===== src/rtl/wb_write_arbiter.sv =====
// Merges ALU and load-unit results onto the single regfile write port; loads are queued, ALU has priority.
// Latency 1 cycle to the registered write port. Define WB_FWD_EN to forward youngest pending data on oChkData.
module wb_write_arbiter #(
  parameter int DATA_W     = 32,
  parameter int ADDR_W     = 5,
  parameter int FIFO_DEPTH = 4
) (
  input  logic                               iClk,
  input  logic                               iReset_n,
  input  logic                               iAluValid,
  output logic                               oAluReady,
  input  logic [ADDR_W-1:0]                  iAluAddr,
  input  logic [DATA_W-1:0]                  iAluData,
  input  logic                               iMemValid,
  output logic                               oMemReady,
  input  logic [ADDR_W-1:0]                  iMemAddr,
  input  logic [DATA_W-1:0]                  iMemData,
  output logic                               oWe,
  output logic [ADDR_W-1:0]                  oWaddr,
  output logic [DATA_W-1:0]                  oWdata,
  input  logic [ADDR_W-1:0]                  iChkAddr,
  output logic                               oChkHit,
  output logic [DATA_W-1:0]                  oChkData,
  output logic [$clog2(FIFO_DEPTH+1)-1:0]    oPending
);

  localparam int PTR_W = $clog2(FIFO_DEPTH);
  localparam int CNT_W = $clog2(FIFO_DEPTH + 1);
  localparam logic [CNT_W-1:0] FULL_CNT = CNT_W'(FIFO_DEPTH);

  logic [ADDR_W-1:0] fifo_addr_q [FIFO_DEPTH];
  logic [DATA_W-1:0] fifo_data_q [FIFO_DEPTH];

  logic [PTR_W-1:0]  rd_ptr_q, rd_ptr_d;
  logic [PTR_W-1:0]  wr_ptr_q, wr_ptr_d;
  logic [CNT_W-1:0]  count_q, count_d;
  logic              we_q, we_d;
  logic [ADDR_W-1:0] waddr_q, waddr_d;
  logic [DATA_W-1:0] wdata_q, wdata_d;

  logic              full, empty, alu_hs, mem_hs;
  logic              push, pop, iss_vld;
  logic [ADDR_W-1:0] iss_addr;
  logic [DATA_W-1:0] iss_data;
  logic              chk_hit;

  assign full      = (count_q == FULL_CNT);
  assign empty     = (count_q == '0);
  assign oAluReady = !full;
  assign oMemReady = !full;
  assign alu_hs    = iAluValid && !full;
  assign mem_hs    = iMemValid && !full;

  // Issue selection: full FIFO drains first so a blocked load stream cannot starve behind the ALU.
  always_comb begin
    push     = 1'b0;
    pop      = 1'b0;
    iss_vld  = 1'b0;
    iss_addr = '0;
    iss_data = '0;
    if (full) begin
      pop      = 1'b1;
      iss_vld  = 1'b1;
      iss_addr = fifo_addr_q[rd_ptr_q];
      iss_data = fifo_data_q[rd_ptr_q];
    end else if (alu_hs) begin
      iss_vld  = 1'b1;
      iss_addr = iAluAddr;
      iss_data = iAluData;
      push     = mem_hs;
    end else if (!empty) begin
      pop      = 1'b1;
      iss_vld  = 1'b1;
      iss_addr = fifo_addr_q[rd_ptr_q];
      iss_data = fifo_data_q[rd_ptr_q];
      push     = mem_hs;
    end else if (mem_hs) begin
      iss_vld  = 1'b1;
      iss_addr = iMemAddr;
      iss_data = iMemData;
    end
  end

  always_comb begin
    rd_ptr_d = rd_ptr_q + PTR_W'(pop);
    wr_ptr_d = wr_ptr_q + PTR_W'(push);
    count_d  = count_q;
    if (push && !pop) begin
      count_d = count_q + CNT_W'(1);
    end else if (pop && !push) begin
      count_d = count_q - CNT_W'(1);
    end
    // Writes to r0 are consumed but never reach the regfile.
    we_d    = iss_vld && (iss_addr != '0);
    waddr_d = we_d ? iss_addr : waddr_q;
    wdata_d = we_d ? iss_data : wdata_q;
  end

  always_ff @(posedge iClk or negedge iReset_n) begin
    if (!iReset_n) begin
      rd_ptr_q <= '0;
      wr_ptr_q <= '0;
      count_q  <= '0;
      we_q     <= 1'b0;
      waddr_q  <= '0;
      wdata_q  <= '0;
    end else begin
      rd_ptr_q <= rd_ptr_d;
      wr_ptr_q <= wr_ptr_d;
      count_q  <= count_d;
      we_q     <= we_d;
      waddr_q  <= waddr_d;
      wdata_q  <= wdata_d;
    end
  end

  always_ff @(posedge iClk) begin
    if (push) begin
      fifo_addr_q[wr_ptr_q] <= iMemAddr;
      fifo_data_q[wr_ptr_q] <= iMemData;
    end
  end

`ifdef WB_FWD_EN
  logic [DATA_W-1:0] chk_data;

  // Scan oldest to newest so the last match wins, i.e. the youngest pending write.
  always_comb begin
    chk_hit  = 1'b0;
    chk_data = '0;
    if (iChkAddr != '0) begin
      if (we_q && (waddr_q == iChkAddr)) begin
        chk_hit  = 1'b1;
        chk_data = wdata_q;
      end
      for (int k = 0; k < FIFO_DEPTH; k++) begin
        if ((CNT_W'(k) < count_q) && (fifo_addr_q[rd_ptr_q + PTR_W'(k)] == iChkAddr)) begin
          chk_hit  = 1'b1;
          chk_data = fifo_data_q[rd_ptr_q + PTR_W'(k)];
        end
      end
    end
  end

  assign oChkData = chk_data;
`else
  always_comb begin
    chk_hit = 1'b0;
    if (iChkAddr != '0) begin
      if (we_q && (waddr_q == iChkAddr)) begin
        chk_hit = 1'b1;
      end
      for (int k = 0; k < FIFO_DEPTH; k++) begin
        if ((CNT_W'(k) < count_q) && (fifo_addr_q[rd_ptr_q + PTR_W'(k)] == iChkAddr)) begin
          chk_hit = 1'b1;
        end
      end
    end
  end

  assign oChkData = '0;
`endif

  assign oChkHit  = chk_hit;
  assign oWe      = we_q;
  assign oWaddr   = waddr_q;
  assign oWdata   = wdata_q;
  assign oPending = count_q;

endmodule


===== config.mk =====
export PLATFORM = sky130hd
export DESIGN_NAME = wb_write_arbiter
export DESIGN_NICKNAME = d
export VERILOG_FILES = /design/src/rtl/wb_write_arbiter.sv
export SDC_FILE = /design/constraint.sdc
export NUM_CORES = 1
export LEC_CHECK = 0
export ABC_AREA = 1
export BUFFER_PORTS_ARGS = -buffer_cell sky130_fd_sc_hd__buf_2
export CAP_MARGIN = 10
export CORE_ASPECT_RATIO = 1.4
export CORE_MARGIN = 2
export CORE_UTILIZATION = 49
export DETAILED_ROUTE_END_ITERATION = 12
export PLACE_DENSITY_LB_ADDON = 0.2
export SYNTH_ARGS = -nofsm -noshare
export SYNTH_HDL_FRONTEND = slang
export SYNTH_SLANG_ARGS = --single-unit

===== constraint.sdc =====
create_clock -name iClk -period 4.71 [get_ports iClk]
set_input_delay 0.942 -clock iClk [delete_from_list [all_inputs] [get_ports iClk]]
set_output_delay 0.942 -clock iClk [all_outputs]
set_load 0.05 [all_outputs]

# Word-level counts from Yosys, hierarchy flattened
# Memories as Yosys holds them, arrays and structs flattened.
# Index checks and enable logic that the tools add are counted.
# totals
regBits	45
ramBits	148
inputBits	83
word_cells	70
mem_count	2
# memory_table
memory	words	word_bits	rd	rd_clocked_by_memory_dff	write_ports	line_no	rtl
fifo_data_q	4	32	1	0	1	32	logic [DATA_W-1:0] fifo_data_q [FIFO_DEPTH];
fifo_addr_q	4	5	4	0	1	31	logic [ADDR_W-1:0] fifo_addr_q [FIFO_DEPTH];
# op_classes
addsub	7
magnitude_cmp	4
eq_ne	6
n_mux	28
reduce_logical	17
# op_table
cell	n
$mux 32	4
$eq 5x5->1	5
$mux 5	4
$mux 1	18
$logic_and 1x1->1	10
$reduce_bool 5->1	2
$lt 1x3->1 const A	2
$lt 2x3->1 const A	2
$mux 3	2
$add 2x1->2	2
$add 2x2->2 const B	2
$add 3x1->3 const B	1
$eq 3x3->1 const B	1
$logic_not 1->1	3
$logic_not 3->1	1
$sub 3x1->3 const B	1
$add 2x1->2 const B	1
$reduce_bool 2->1	1

# Logic depth before layout (Yosys ltp)
# logic_depth
word_depth	10
depth_mapped	14

# Least setup slack after synthesis
# No wires, ideal clock.
# synth_path
path_type	reg-to-reg
from	register count_q[0] (netlist: oPending[0])
to	memory fifo_addr_q[0][0], enable pin
setup_ns	0.477
t_arrival_ns	4.240
t_required_ns	4.233
slack_ns	-0.007
stages_incl_launch_ff	8
path_buffers	0
synth_period_minus_slack_ns	4.717
path_cell_list	dfrtp_1 > inv_1 > ha_1 > nand2_2 > inv_2 > nor2_1 > nand2_1 > nor3_1
# synth_via
elab_chain_len	8
elab_cells_between_ends	10
cone_classes	eq/ne (1); mux (5); reduce/logical (4)
# synth_rtl
item	line_no	rtl
start, declared	36	logic [CNT_W-1:0] count_q, count_d;
start signal, assigned	110	count_q <= count_d;
$eq 3x3->1 *	47	assign full = (count_q == FULL_CNT);
$logic_not 1->1 *	-	
net oAluReady	11	output logic oAluReady,
$logic_and 1x1->1	52	assign mem_hs = iMemValid && !full;
$mux 1	71	end else if (!empty) begin
$mux 1 *	66	end else if (alu_hs) begin
$mux 1 *	61	if (full) begin
$mux 1 *	118	if (push) begin
$mux 1 (implied by the code) *	119	fifo_addr_q[wr_ptr_q] <= iMemAddr;
end, declared	31	
# Mark *: on every way through the listed nets, which the timed path passes. The rest lies on a longest branch.

# Worst setup path in the final report
# layout_path
from	register rd_ptr_q[0]
to	output oChkHit
# layout_via
elab_chain_len	8
elab_cells_between_ends	17
cone_classes	add/sub (3); eq/ne (4); mux (5); reduce/logical (4); memory (1)
# layout_rtl
item	line_no	rtl
start, declared	34	logic [PTR_W-1:0] rd_ptr_q, rd_ptr_d;
start signal, assigned	108	rd_ptr_q <= rd_ptr_d;
$add 2x1->2 / $mem_v2 4x5 (equally long branches)	-	
$mem_v2 4x5 *	-	
$eq 5x5->1 / $logic_and 1x1->1 (equally long branches)	154	if ((CNT_W'(k) < count_q) && (fifo_addr_q[rd_ptr_q + PTR_W'(k)] == iChkAddr)) begin
$logic_and 1x1->1 / $mux 1 (equally long branches)	154	
$mux 1 (2 in series)	154	
$mux 1 *	154	
$mux 1 *	149	if (iChkAddr != '0) begin
end, declared	22	output logic oChkHit,
# Mark *: on every way between the ends. The rest lies on a longest branch, timed or not.

==> load_flow_metrics.sql <==
INSERT INTO impl_metrics (metric_group, metric, value, unit) VALUES
('outcome', 'run_status', 'finished, final reports clean', ''),
('drt', 'drtPass1Iterations', '5', ''),
('clocking', 'cts.hold.buffers_added', '0', ''),
('worst_setup_path', 'timing.critical_path.to_type', 'output pin', ''),
('clocking', 'clock_path_buffers', '2', ''),
('worst_setup_path', 'arrival', '3160', 'ps'),
('drt', 'drt-total-wl', '24000', 'um'),
('yosys', 'combinational_family_with_the_most_area_after_synthesis', 'simple AND/OR/NAND/NOR gates', ''),
('drt', 'route.met3.wl', '1150', 'um'),
('clocking', 'root_buffer', 'sky130_fd_sc_hd__clkbuf_16', ''),
('placed_design', 'detailedPlacementHpwl', '15400', 'um'),
('timing', 'fin_ws', '604', 'ps'),
('power', 'switching_power', '3.53', 'mW'),
('power', 'internal-power', '4.08', 'mW'),
('clocking', 'clk_pin_slew_worst_paths', '70', 'ps'),
('drt', 'routed_via_count', '6972', ''),
('timing', 'final_max_slew_viol_count', '0', ''),
('timing', 'achievable_frequency', '0.244', 'GHz'),
('drt', 'drc', '0', ''),
('global_routing', 'grt_antenna_before_repair', '1', ''),
('finish', 'fraction_of_final_layout_cells_sized_beyond_drive_strength_1', '0.191', ''),
('power', 'power.ir.vdd_worst', '0.442', 'mV'),
('worst_setup_path', 'r2r_end', 'oWaddr[1]$_DFFE_PN0P_', ''),
('finish', 'fillerInstances', '1619', ''),
('drt', 'drt-wirelength-per-cell', '18.8', 'um'),
('floorplanning', 'fp.dieArea', '0.0196', 'mm^2'),
('yosys', 'post_synth_num_cell_types', '30', ''),
('drt', 'drtAntennaViolNets', '0', ''),
('floorplanning', 'core-area', '0.0180', 'mm^2'),
('power', 'power.density_cell_area', '731', 'mW/mm^2'),
('drt', 'met2_wirelength', '12400', 'um'),
('worst_setup_path', 'r2r_slack', '1330', 'ps'),
('floorplanning', 'effective_utilization_at_floorplan', '0.502', ''),
('timing', 'slew-limit-headroom', '0.308', ''),
('yosys', 'syn-cell-area', '0.00904', 'mm^2'),
('finish', 'layout.cells.most_common', 'sky130_fd_sc_hd__nand2_1', ''),
('yosys', 'yosys-mux-area-fraction', '0', ''),
('placed_design', 'dp_slack', '1100', 'ps'),
('timing', 'timing.final.crit_share', '0.872', ''),
('floorplanning', 'row_count', '58', ''),
('worst_setup_path', 'cp-start-kind', 'register', ''),
('clocking', 'cts.htree.levels', '4', ''),
('power', 'power.share.combinational', '0.464', ''),
('yosys', 'yosysWarningCount', '0', ''),
('floorplanning', 'floorplan.io_pins', '159', ''),
('power', 'netSwitchingFraction', '0.464', ''),
('global_routing', 'grt_first_pass_wirelength', '36200', 'um'),
('global_routing', 'first_global_vias', '6736', ''),
('timing', 'report.final.setup_viol', '0', ''),
('worst_setup_path', 'setup_crit_path_kind', 'register to output pin', ''),
('drt', 'detail_route.iter0.violations', '573', ''),
('yosys', 'synth_fa_ha_area_frac', '0.00969', ''),
('placed_design', 'total_of_buffers_placed_on_input_and_output_ports', '126', ''),
('drt', 'routed.top_layer', 'met4', ''),
('yosys', 'avgSynthCellArea', '10.0', 'um^2'),
('global_routing', 'pin_count_of_the_biggest_net_entering_global_routing', '46', ''),
('finish', 'syn_to_final_growth', '15.2', '%'),
('finish', 'layout.cells.most_common_list', 'sky130_fd_sc_hd__nand2_1 (336), sky130_fd_sc_hd__edfxtp_1 (148), sky130_fd_sc_hd__buf_2 (126)', ''),
('drt', 'detailed_routing_wirelength_on_met1', '9630', 'um'),
('power', 'static-leakage-power', '4.62', 'nW'),
('yosys', 'synth_compound_gate_area_share', '0.0758', ''),
('global_routing', 'grt_usage', '0.246', ''),
('yosys', 'post_synth_xor_area_fraction', '0.00484', ''),
('clocking', 'clock_sink_count', '193', ''),
('yosys', 'yosysSeqAreaShare', '0.616', ''),
('clocking', 'tritoncts_clock_tree', 'built', ''),
('clocking', 'clock_latency', '440', 'ps'),
('worst_setup_path', 'critPathLaunch', 'rd_ptr_q[0]$_DFF_PN0_', ''),
('yosys', 'synthArstFlopShare', '0.233', ''),
('floorplanning', 'fp.dieH', '165', 'um'),
('power', 'clock_power_share', '0.198', '');
worst max-delay path: stages, from the launching register on:
cell and delay (ps):
sky130_fd_sc_hd__dfrtp_1 920, sky130_fd_sc_hd__inv_2 360, sky130_fd_sc_hd__nand2_1 170, sky130_fd_sc_hd__nand2_1 260, sky130_fd_sc_hd__nand2_1 170, sky130_fd_sc_hd__nand2_1 60, sky130_fd_sc_hd__nand2_1 60, sky130_fd_sc_hd__nand2_1 60
sky130_fd_sc_hd__nor2_1 80, sky130_fd_sc_hd__nand3_1 80, sky130_fd_sc_hd__nand2_1 60, sky130_fd_sc_hd__nand2_1 50, sky130_fd_sc_hd__a21oi_1 110, sky130_fd_sc_hd__buf_2 280
Yosys cell counts (all sizes together) (5+ instances only):
library cell,instances,area share
o21ai,14,0.0086
buf,55,0.044
nor3,5,0.0028
nand3,85,0.048
dfrtp,45,0.12
nor2,20,0.0094
clkbuf,22,0.0091
a21oi,6,0.0033
edfxtp,148,0.49
nand2,337,0.14
ha,7,0.0097
nand4,32,0.022
inv,44,0.018
a22oi,64,0.053
kinds of logic (layout without fill, tap and decap cells):
group,Yosys count,in the layout
other cells,1,32
buf+inv,121,222
flops,193,193
fa+ha+maj,7,7
compound gates,96,96
simple gates,479,479
xor+xnor,5,5
per-layer routing:
| layer | global-route usage | vias to the layer above |
|---|---|---|
| met1 | 0.291 | 3395 |
| met4 | 0.113 | 0 |
| met2 | 0.437 | 238 |
| met5 | 0 | - |
| met3 | 0.0442 | 42 |
| li1 | - | 3297 |
power groups by stage:
stage / registers [mW] / clock network (mW) / logic (mW)
after floorplan: 3.13 / 0 / 2.03
after global placement: 2.59 / 0 / 3.49
after detailed placement: 2.60 / 0 / 3.54
after CTS: 2.56 / 1.52 / 3.55
after global routing: 2.61 / 1.57 / 3.85
final: 2.57 / 1.50 / 3.53
through the flow:
| step | cell area [um^2] | std cells | hold slack [ps] |
|---|---|---|---|
| floorplan | 9160 | 933 | 483 |
| global placement | 9790 | 1242 | 505 |
| detailed placement | 9790 | 1242 | 508 |
| CTS | 10400 | 1274 | 529 |
| global route | 10400 | 1274 | 544 |
| finish | 10400 | 1274 | 524 |
worst min-delay path by stage:
stage                          start                    end  cells after the start
2_1_floorplan  wr_ptr_q[1]$_DFF_PN0_  wr_ptr_q[1]$_DFF_PN0_                      1
3_3_place_gp   oWdata[9]$_DFFE_PN0P_  oWdata[9]$_DFFE_PN0P_                      2
3_5_place_dp   oWdata[8]$_DFFE_PN0P_  oWdata[8]$_DFFE_PN0P_                      2
4_1_cts        oWdata[4]$_DFFE_PN0P_  oWdata[4]$_DFFE_PN0P_                      2
5_1_grt        oWdata[6]$_DFFE_PN0P_  oWdata[6]$_DFFE_PN0P_                      2
6_report       oWdata[4]$_DFFE_PN0P_  oWdata[4]$_DFFE_PN0P_                      2
state kept, by name (all words and copies together) (netlist names):
signal and flops:
oWe 1, fifo_addr_q 20, wr_ptr_q 2, oWaddr 5, oPending 3, rd_ptr_q 2, fifo_data_q 128, oWdata 32
cell type report:
type,instances,area (um^2),share of cell area
clock buffers,19,443,0.0425
clock inverters,13,178,0.0171
inverters,44,165,0.0159
multi-input cells,619,2980,0.286
flip-flops and latches,193,5570,0.535
well taps,240,300,0.0288
repair buffers,146,781,0.0750
Power figures use the tool's default switching activity.
